`src/rtl/mips_pkg.sv`:
```
// Shared types and constants for the MIPS memory arbiter and pipeline.
package mips_pkg;

  localparam int ADDR_W_DEF = 10;
  localparam int DATA_W_DEF = 32;

  typedef enum logic [1:0] {
    IDLE  = 2'd0,
    ISSUE = 2'd1,
    RESP  = 2'd2
  } arb_state_e;

  typedef enum logic {
    OWN_I = 1'b0,
    OWN_D = 1'b1
  } owner_e;

  localparam logic [5:0] OP_RTYPE = 6'h00;
  localparam logic [5:0] OP_BEQ   = 6'h04;
  localparam logic [5:0] OP_LW    = 6'h23;
  localparam logic [5:0] OP_SW    = 6'h2B;

endpackage

```
`src/rtl/mips_arb_prio.sv`:
```
// Winner select for the shared memory port: data first, fetch wins once it has
// been denied STARVE_LIMIT consecutive arbitrations.
module mips_arb_prio #(
  parameter int STARVE_LIMIT = 4
) (
  input  logic clk,
  input  logic rst,
  input  logic arb_en,
  input  logic i_req,
  input  logic d_req,
  output logic win_i,
  output logic win_d
);

  logic [3:0] cnt_q, cnt_d;

  always_comb begin
    win_i = 1'b0;
    win_d = 1'b0;
    if (arb_en) begin
      if (i_req && (!d_req || cnt_q >= 4'(STARVE_LIMIT))) win_i = 1'b1;
      else if (d_req)                                     win_d = 1'b1;
    end
  end

  // Halted or busy cycles leave the count untouched unless fetch stops asking.
  always_comb begin
    cnt_d = cnt_q;
    if (!i_req || win_i)               cnt_d = 4'd0;
    else if (win_d && cnt_q != 4'hF)   cnt_d = cnt_q + 4'd1;
  end

  always_ff @(posedge clk) begin
    if (rst) cnt_q <= 4'd0;
    else     cnt_q <= cnt_d;
  end

endmodule

```
`src/rtl/mips_mem_arbiter.sv`:
```
// Fetch/data arbiter for the single-ported unified memory (IDLE/ISSUE/RESP).
// Define ARB_STATS_EN to add grant and conflict counters.
module mips_mem_arbiter
  import mips_pkg::*;
#(
  parameter int ADDR_W       = ADDR_W_DEF,
  parameter int DATA_W       = DATA_W_DEF,
  parameter int STARVE_LIMIT = 4
) (
  input  logic              clk,
  input  logic              rst,
  input  logic              i_req,
  input  logic [ADDR_W-1:0] i_addr,
  output logic              i_gnt,
  output logic              i_rvalid,
  output logic [DATA_W-1:0] i_rdata,
  input  logic              d_req,
  input  logic              d_we,
  input  logic [ADDR_W-1:0] d_addr,
  input  logic [DATA_W-1:0] d_wdata,
  output logic              d_gnt,
  output logic              d_ack,
  output logic [DATA_W-1:0] d_rdata,
  input  logic              flush,
  input  logic              halt,
  output logic              mem_en,
  output logic              mem_we,
  output logic [ADDR_W-1:0] mem_addr,
  output logic [DATA_W-1:0] mem_wdata,
  input  logic [DATA_W-1:0] mem_rdata
`ifdef ARB_STATS_EN
  ,
  output logic [31:0]       i_gnt_cnt,
  output logic [31:0]       d_gnt_cnt,
  output logic [31:0]       conflict_cnt
`endif
);

  arb_state_e        state_q, state_d;
  owner_e            owner_q, owner_d;
  logic              we_q, we_d;
  logic              kill_q, kill_d;
  logic              i_gnt_q, i_gnt_d, d_gnt_q, d_gnt_d;
  logic              i_rvalid_q, i_rvalid_d, d_ack_q, d_ack_d;
  logic [DATA_W-1:0] i_rdata_q, i_rdata_d, d_rdata_q, d_rdata_d;
  logic              mem_en_q, mem_en_d, mem_we_q, mem_we_d;
  logic [ADDR_W-1:0] mem_addr_q, mem_addr_d;
  logic [DATA_W-1:0] mem_wdata_q, mem_wdata_d;
  logic              win_i, win_d;

  mips_arb_prio #(.STARVE_LIMIT(STARVE_LIMIT)) u_prio (
    .clk    (clk),
    .rst    (rst),
    .arb_en (state_q == IDLE && !halt),
    .i_req  (i_req),
    .d_req  (d_req),
    .win_i  (win_i),
    .win_d  (win_d)
  );

  always_ff @(posedge clk) begin
    if (rst) state_q <= IDLE;
    else     state_q <= state_d;
  end

  always_comb begin
    state_d = state_q;
    case (state_q)
      IDLE:    if (win_i || win_d) state_d = ISSUE;
      ISSUE:   state_d = RESP;
      RESP:    state_d = IDLE;
      default: state_d = IDLE;
    endcase
  end

  always_comb begin
    owner_d     = owner_q;
    we_d        = we_q;
    kill_d      = 1'b0;
    i_gnt_d     = 1'b0;
    d_gnt_d     = 1'b0;
    i_rvalid_d  = 1'b0;
    d_ack_d     = 1'b0;
    i_rdata_d   = i_rdata_q;
    d_rdata_d   = d_rdata_q;
    mem_en_d    = 1'b0;
    mem_we_d    = 1'b0;
    mem_addr_d  = mem_addr_q;
    mem_wdata_d = mem_wdata_q;
    case (state_q)
      IDLE: begin
        if (win_d) begin
          d_gnt_d     = 1'b1;
          mem_en_d    = 1'b1;
          mem_we_d    = d_we;
          mem_addr_d  = d_addr;
          mem_wdata_d = d_wdata;
          owner_d     = OWN_D;
          we_d        = d_we;
        end else if (win_i) begin
          i_gnt_d    = 1'b1;
          mem_en_d   = 1'b1;
          mem_addr_d = i_addr;
          owner_d    = OWN_I;
          we_d       = 1'b0;
        end
      end
      ISSUE: kill_d = kill_q || (flush && owner_q == OWN_I);
      RESP: begin
        // A flush arriving in the response cycle itself still kills the fetch.
        if (owner_q == OWN_I) begin
          if (!(kill_q || flush)) begin
            i_rvalid_d = 1'b1;
            i_rdata_d  = mem_rdata;
          end
        end else begin
          d_ack_d   = 1'b1;
          d_rdata_d = we_q ? '0 : mem_rdata;
        end
      end
      default: ;
    endcase
  end

  always_ff @(posedge clk) begin
    if (rst) begin
      owner_q     <= OWN_I;
      we_q        <= 1'b0;
      kill_q      <= 1'b0;
      i_gnt_q     <= 1'b0;
      d_gnt_q     <= 1'b0;
      i_rvalid_q  <= 1'b0;
      d_ack_q     <= 1'b0;
      i_rdata_q   <= '0;
      d_rdata_q   <= '0;
      mem_en_q    <= 1'b0;
      mem_we_q    <= 1'b0;
      mem_addr_q  <= '0;
      mem_wdata_q <= '0;
    end else begin
      owner_q     <= owner_d;
      we_q        <= we_d;
      kill_q      <= kill_d;
      i_gnt_q     <= i_gnt_d;
      d_gnt_q     <= d_gnt_d;
      i_rvalid_q  <= i_rvalid_d;
      d_ack_q     <= d_ack_d;
      i_rdata_q   <= i_rdata_d;
      d_rdata_q   <= d_rdata_d;
      mem_en_q    <= mem_en_d;
      mem_we_q    <= mem_we_d;
      mem_addr_q  <= mem_addr_d;
      mem_wdata_q <= mem_wdata_d;
    end
  end

  assign i_gnt     = i_gnt_q;
  assign d_gnt     = d_gnt_q;
  assign i_rvalid  = i_rvalid_q;
  assign d_ack     = d_ack_q;
  assign i_rdata   = i_rdata_q;
  assign d_rdata   = d_rdata_q;
  assign mem_en    = mem_en_q;
  assign mem_we    = mem_we_q;
  assign mem_addr  = mem_addr_q;
  assign mem_wdata = mem_wdata_q;

`ifdef ARB_STATS_EN
  logic [31:0] i_gnt_cnt_q, i_gnt_cnt_d;
  logic [31:0] d_gnt_cnt_q, d_gnt_cnt_d;
  logic [31:0] conflict_cnt_q, conflict_cnt_d;

  always_comb begin
    i_gnt_cnt_d    = i_gnt_cnt_q + {31'd0, i_gnt_q};
    d_gnt_cnt_d    = d_gnt_cnt_q + {31'd0, d_gnt_q};
    conflict_cnt_d = conflict_cnt_q +
                     {31'd0, (state_q == IDLE) && i_req && d_req && !halt};
  end

  always_ff @(posedge clk) begin
    if (rst) begin
      i_gnt_cnt_q    <= '0;
      d_gnt_cnt_q    <= '0;
      conflict_cnt_q <= '0;
    end else begin
      i_gnt_cnt_q    <= i_gnt_cnt_d;
      d_gnt_cnt_q    <= d_gnt_cnt_d;
      conflict_cnt_q <= conflict_cnt_d;
    end
  end

  assign i_gnt_cnt    = i_gnt_cnt_q;
  assign d_gnt_cnt    = d_gnt_cnt_q;
  assign conflict_cnt = conflict_cnt_q;
`endif

endmodule

```
`config.mk`:
```
export PLATFORM = sky130hd
export DESIGN_NAME = mips_mem_arbiter
export DESIGN_NICKNAME = d
export VERILOG_FILES = /design/src/rtl/mips_pkg.sv /design/src/rtl/mips_arb_prio.sv /design/src/rtl/mips_mem_arbiter.sv
export SDC_FILE = /design/constraint.sdc
export NUM_CORES = 1
export LEC_CHECK = 0
export CAP_MARGIN = 20
export CORE_UTILIZATION = 40
export DETAILED_ROUTE_END_ITERATION = 8
export DONT_BUFFER_PORTS = 1
export GPL_ROUTABILITY_DRIVEN = 0
export PLACE_DENSITY_LB_ADDON = 0.08
export SETUP_SLACK_MARGIN = 0.4
export SLEW_MARGIN = 20
export SYNTH_ARGS = -nofsm -noshare
export SYNTH_HDL_FRONTEND = slang
export SYNTH_SLANG_ARGS = --single-unit
```
`constraint.sdc`:
```
create_clock -name clk -period 1.94 [get_ports clk]
set_input_delay 0.194 -clock clk [delete_from_list [all_inputs] [get_ports clk]]
set_output_delay 0.194 -clock clk [all_outputs]
set_load 0.005 [all_outputs]
```
# After elaboration in Yosys (flattened, before gate mapping)
# Index checks and enable logic that the tools add are counted.
[totals] register_bits=121 in_bits=91 out_inout_bits=112 elab_cells=70
[classes] n_addsub=1 magnitude_cmp=1 n_eq_ne=4 mux=18 bitwise=6 reduce_logical=25
[op_table] cell="32-bit 2-to-1 mux" n=1
[op_table] cell="10-bit 2-to-1 mux" n=2
[op_table] cell="1-bit 2-to-1 mux" n=13
[op_table] cell="3-bit OR reduction" n=3
[op_table] cell="2-bit OR reduction" n=4
[op_table] cell="1-bit inverter" n=6
[op_table] cell="2-bit AND reduction" n=3
[op_table] cell="1-bit logical OR" n=5
[op_table] cell="4-bit by 1-bit adder with 4-bit output (second input constant)" n=1
[op_table] cell="4-bit by 3-bit >= comparator with 1-bit output (second input constant)" n=1
[op_table] cell="1-bit logical AND" n=4
[op_table] cell="4-bit != test (second input constant)" n=1
[op_table] cell="2-bit case mux with 2 select lines" n=1
[op_table] cell="1-bit logical NOT" n=3
[op_table] cell="3-bit AND reduction" n=1
[op_table] cell="2-bit by 1-bit equality test with 1-bit output (second input constant)" n=1
[op_table] cell="2-bit equality test (second input constant)" n=1
[op_table] cell="2-bit logical NOT" n=1
[op_table] cell="2-bit 2-to-1 mux" n=1
[op_table] cell="2-bit by 1-bit != test with 1-bit output (second input constant)" n=1
[op_table] cell="2-bit nonzero test" n=1

# Logic depth before layout (Yosys ltp)
[logic_depth] word_depth=8 mapped_depth=6 mapped_depth_nobuf=5

# Modules after synthesis
# A second synthesis with hierarchy kept.
[hier_totals] cells_unflattened=496 hier_area_um2=4887.2
[by_module_without_submodules] module="mips_mem_arbiter" instances=1 cells_each=470 area_each_um2=4652.0 seq_area_each_um2=2342.2
[by_module_without_submodules] module="mips_arb_prio" instances=1 cells_each=26 area_each_um2=235.2 seq_area_each_um2=80.1

# Worst setup path before layout
# OpenSTA, ideal clock, no wires.
[synth_timing] kind="register to register" startpoint="reg state_q[0]" endpoint="reg i_rdata_q[10], in the netlist i_rdata[10]" setup_time_ns=0.132 t_arrival_ns=1.261 required_ns=1.808 slack_ns=0.547 stages_incl_launch_ff=7 n_path_buf=2 synth_period_minus_slack_ns=1.393 cell_sequence="dfxtp_1 > nand2b_1 > or4_1 > buf_2 > buf_6 > nand2_1 > a21oi_1"
[synth_between] elab_chain_len=2
[synth_rtl] element="from (decl)" line="mips_mem_arbiter.sv:39" rtl="arb_state_e state_q, state_d;"
[synth_rtl] element="from (signal assigned)" line="mips_mem_arbiter.sv:63" rtl="else state_q <= state_d;"
[synth_rtl] element="2-bit equality test" line="mips_mem_arbiter.sv:90" rtl="case (state_q)"
[synth_rtl] element="3-bit AND reduction (no source line)"
[synth_rtl] element="to (signal assigned)" line="mips_mem_arbiter.sv:148" rtl="i_rdata_q <= i_rdata_d;"
[synth_rtl] element="to (decl)" line="mips_mem_arbiter.sv:45" rtl="logic [DATA_W-1:0] i_rdata_q, i_rdata_d, d_rdata_q, d_rdata_d;"
# Every way passes these cells.
# A chain may end at the register's enable or synchronous reset.

# Worst setup path in the final report
[layout_timing] startpoint="reg state_q[0]" endpoint="reg i_rdata_q[27], in the netlist i_rdata[27]"
# Same word-level chain as after synthesis.

==> impl.org <==
** Run status
- Outcome :: finished with violations
- The checks that failed: hold timing.

** Routing
- The detailed router placed 3431 vias in this run.
- In this run the remaining antenna-violating nets after routing total 0.
- The detailed router finished its first iteration with 231 violations.
- First-pass iteration count of the detailed router :: 5
- DRC Markers :: 0
- After detailed routing, the total wire length is 10770 microns.
- Vias/cell :: 5.159
- Mean routed wirelength per cell :: 16.19 microns

** Logic synthesis
- FF+latch count, synth :: 121
- Combinational family with the most area after synthesis :: simple AND/OR/NAND/NOR gates
- Top_reg_cell synth :: dfxtp_1
- Counting flops with a built-in enable in the synthesized netlist gives 0.
- For this run, the number of Yosys warnings is 0.
- Share of synthesized flip-flops with an asynchronous set or reset :: 0%
- Dominant cells by area after synthesis :: dfxtp_1 (55%), a21oi_1 (11%), nand2_1 (11%), nor3b_1 (6.0%), nor2_1 (3.4%)
- Of the post-synthesis cell area, the part taken by muxes is 2.518%.
- Top-area cell type share of the netlist area :: 55.39%
- Synth Area in Compound Gates :: 14.28%
- The biggest area contributor in the post-synthesis netlist is dfxtp_1.
- The synthesized netlist devotes 0.2861% of its cell area to adder and majority cells.
- Summing the areas of all xor and xnor instances in the mapped netlist gives 0.2003% of the synthesized area.
- The synthesized netlist contains 29 unique library cells.
- After synthesis the cells add up to 0.004373 sq mm.
- The number of nets handed over by synthesis was 600.
- After synthesis, flip-flops and latches occupy 55.39% of the total area.
- Simple-Gate Fraction of Synth Area :: 22.63%
- Synthesis handed over a netlist of 508 instances.
- Avg Synthesized Cell Area :: 8.608 sq um

** Clock tree
- Total number of H-tree levels :: 4
- The number of setup buffers added after CTS is 0.
- Count of hold buffers inserted by post-cts repair :: 23
- The tree is rooted in a clkbuf_8.
- After clock tree synthesis, the clock-pin slew on the worst setup and hold paths is 0.06 ns.
- Clock tree from TritonCTS :: yes
- Clock latency on the worst-skew pair :: 0.51 ns
- Counting along the longest clock path gives a buffer depth of 2.
- Counting every sink on the clock net gives 121.
- Total clock buffers created by CTS :: 17

** Timing
- Setup repair after global routing missed its margin :: false
- The worst path in the final design needs a cycle of 1.449 ns, including I/O delays and setup.
- Relative slew slack :: 69.65%
- Based on the critical path, the design can be clocked at up to 690.0 MHz.
- The final count of pins violating max slew is 0.
- Worst slew pin tran :: 0.4531 ns
- After layout, the worst path uses 74.70% of the clock period.
- Total setup violations reported at the end of the flow :: 0
- Worst Hold Slack :: -0.2198 ns
- The final hold violation count was 119.
- Across the routed clock network, the largest skew measured is 0.008703 ns.
- In the final timing run, aggregate negative setup slack is 0 ns.

** Floorplan
- Starting density of the core :: 41.80%
- Area of the die :: 0.01135 sq mm
- Boundary pin count :: 203
- After floorplanning, the core was sized to cover 0.01046 sq mm.
- Rows :: 37
- Measured along the y axis, the die boundary spans 106.6 microns.
- DIE WIDTH :: 106.6 microns

** Global route
- Entering global routing, the biggest net connects 107 pins.
- Global-route wire length before repair :: 16860 microns
- Antenna violations before repair :: 0
- The number of global-route vias before repair came to 3319.
- Global Route Usage Sum :: 19.19%
- Met3 Resource Use GR :: 9.135%
- Met1 track demand over resource in global routing :: 21.79%
- For this run, global-route usage on met2 was measured as 30.94%.
- Aggregate global routing overflow :: 0
- Most heavily used metal layer in global routing :: met2

** Power
- Maximum ir drop on the vdd rail :: 0.0004515 V
- Power density of the placed cells :: 1144 mW/mm^2
- The analysis attributes to cell leakage a power of 0.001920 uW.
- P_sw :: 1221 uW
- Seq pwr share :: 43.4%
- Internal power comes to 4802 uW.
- The share of total power dissipated in the clock network is 52.8%.
- Combinational logic is responsible for 3.9% of the overall power.
- Of the total power, the share spent switching nets is 20.27%.

** Setup path
- Critical path's largest stage delay :: 0.42 ns
- Library cell contributing the largest single delay on the critical path :: or4_1
- CP Data Required Time :: 2.33 ns
- Critical path, cell by cell :: nand2b_1 -> or4_1 -> buf_6 -> nand2_1 -> a21oi_1
- Buffers & Inverters on Critical Path :: 1
- The worst setup path is of the register to register kind.
- The critical path starts at state_q[0].
- Highest net fanout along the worst path :: 33
- The worst setup path is launched from a register.
- The worst register-to-register path begins at state_q[0].
- STA classifies the critical path endpoint as a register.
- Worst path arrival time :: 1.84 ns
- Crit-path leading delay family :: simple AND/OR/NAND/NOR gates

** Final layout
- The post-route netlist has 7.750% of its cells at a drive strength greater than 1.
- Synth-to-Final Area Change :: 20.37%
- Counting the fill cells in the layout gives 1014.
- In the final design database the tool counted 610 nets.
- The number of antenna diodes in the final layout is 0.

** Placement
- Placed wire-length estimate :: 6647 microns
- Buffers placed on the I/O ports in this run total 0.

** Min path
- The path class of the tightest hold or removal check is input port to register.
- The worst hold path begins at rst.

** Run
- Across the run, the number of max-cap violations was 0.
[placed cells by master, fill, tap and decap left out, types with 2 or more instances in the layout]
cell	instances
a21oi_1	99
clkbuf_8	3
clkinv_2	2
o2bb2ai_1	10
dfxtp_1	120
o21ai_1	2
mux2i_1	11
clkbuf_1	3
dlygate4sd3_1	23
inv_1	4
buf_6	2
nor3b_1	35
bufinv_16	4
clkinvlp_4	2
buf_4	6
nand3b_1	2
nand2_1	129
clkbuf_16	16
nor2_1	40
[routing by layer]
metal / up-vias / part of all wire [%]
li1: 1705 / -
met1: 1571 / 40
met2: 134 / 47
met3: 21 / 10
met4: 0 / 1.9
met5: - / 0
[cells by family (layout without fill, tap and decap cells)]
kind of cell	after synthesis	in the layout
flip-flops	121	121
buffers and inverters	44	65
multiplexers	11	11
adder cells (fa/ha/maj)	1	1
AO/OA/AOI/OAI	115	115
AND/OR/NAND/NOR	215	215
XOR/XNOR	1	1
[power groups by stage]
stage | Sequential (uW) | Clock, uW | Combinational, uW
after floorplan | 2650 | 0 | 191
after global placement | 2660 | 0 | 186
after detailed placement | 2660 | 0 | 191
after CTS | 2610 | 3250 | 228
after global routing | 2620 | 3400 | 260
final | 2610 | 3180 | 232
[path summary, 6_finish.rpt]
path	end	slack [ns]	cells after the start
max	i_rdata[27]	0.49	5
min	i_gnt	-0.22	1
max reg2reg	i_rdata[27]	0.49	5
min reg2reg	we_q	0.46	1
[final cells by class]
class	count	area, sq um	share of cell area, %
Tap cell	136	170.2	3.233
Clock buffer	22	452.9	8.605
Inverter	4	15.01	0.2852
Multi-Input combinational cell	343	1759	33.42
Clock inverter	8	145.1	2.757
Timing Repair Buffer	31	297.8	5.657
Sequential cell	121	2424	46.04
[cell usage after synthesis (2+ instances only)]
master	instances
nor3b_1	35
nand2_1	129
mux2i_1	11
o2bb2ai_1	10
dfxtp_1	121
buf_2	14
buf_1	3
nor2b_1	2
clkbuf_1	20
a21oi_1	99
inv_1	4
nand3b_1	2
buf_6	3
nor2_1	40
[stage by stage]
stage / cell area, sq um / cells / worst slack (ns) / power, uW / utilization [%]
after floorplan: 4373 / 508 / 0.5470 / 2838 / -
after global placement: 4422 / 612 / 0.4440 / 2850 / 42.26
after detailed placement: 4422 / 612 / 0.4280 / 2855 / 42.26
after CTS: 5250 / 665 / 0.4011 / 6088 / 50.18
after global routing: 5264 / 665 / 0.3939 / 6273 / 50.31
final: 5264 / 665 / 0.4908 / 6023 / 50.31
[worst register-to-register path, stage by stage, from the launching register on]
cell and delay (ns):
dfxtp_1 0.34, nand2b_1 0.19, or4_1 0.42, buf_6 0.21
nand2_1 0.11, a21oi_1 0.06
[state kept, by name, indices dropped and copies added (netlist names)]
name          cells
d_rdata          32
i_rdata          32
mem_wdata        32
mem_addr         10
u_prio.cnt_q      4
state_q           2
d_ack             1
d_gnt             1
i_gnt             1
i_rvalid          1
kill_q            1
mem_en            1
mem_we            1
owner_q           1
we_q              1
[repair_timing]
item / CTS / global route
setup endpoints to repair: 0 / 76
endpoints found under the hold margin: 119 / 119
resized for setup: 0 / 6
Power figures use the tool's default switching activity.
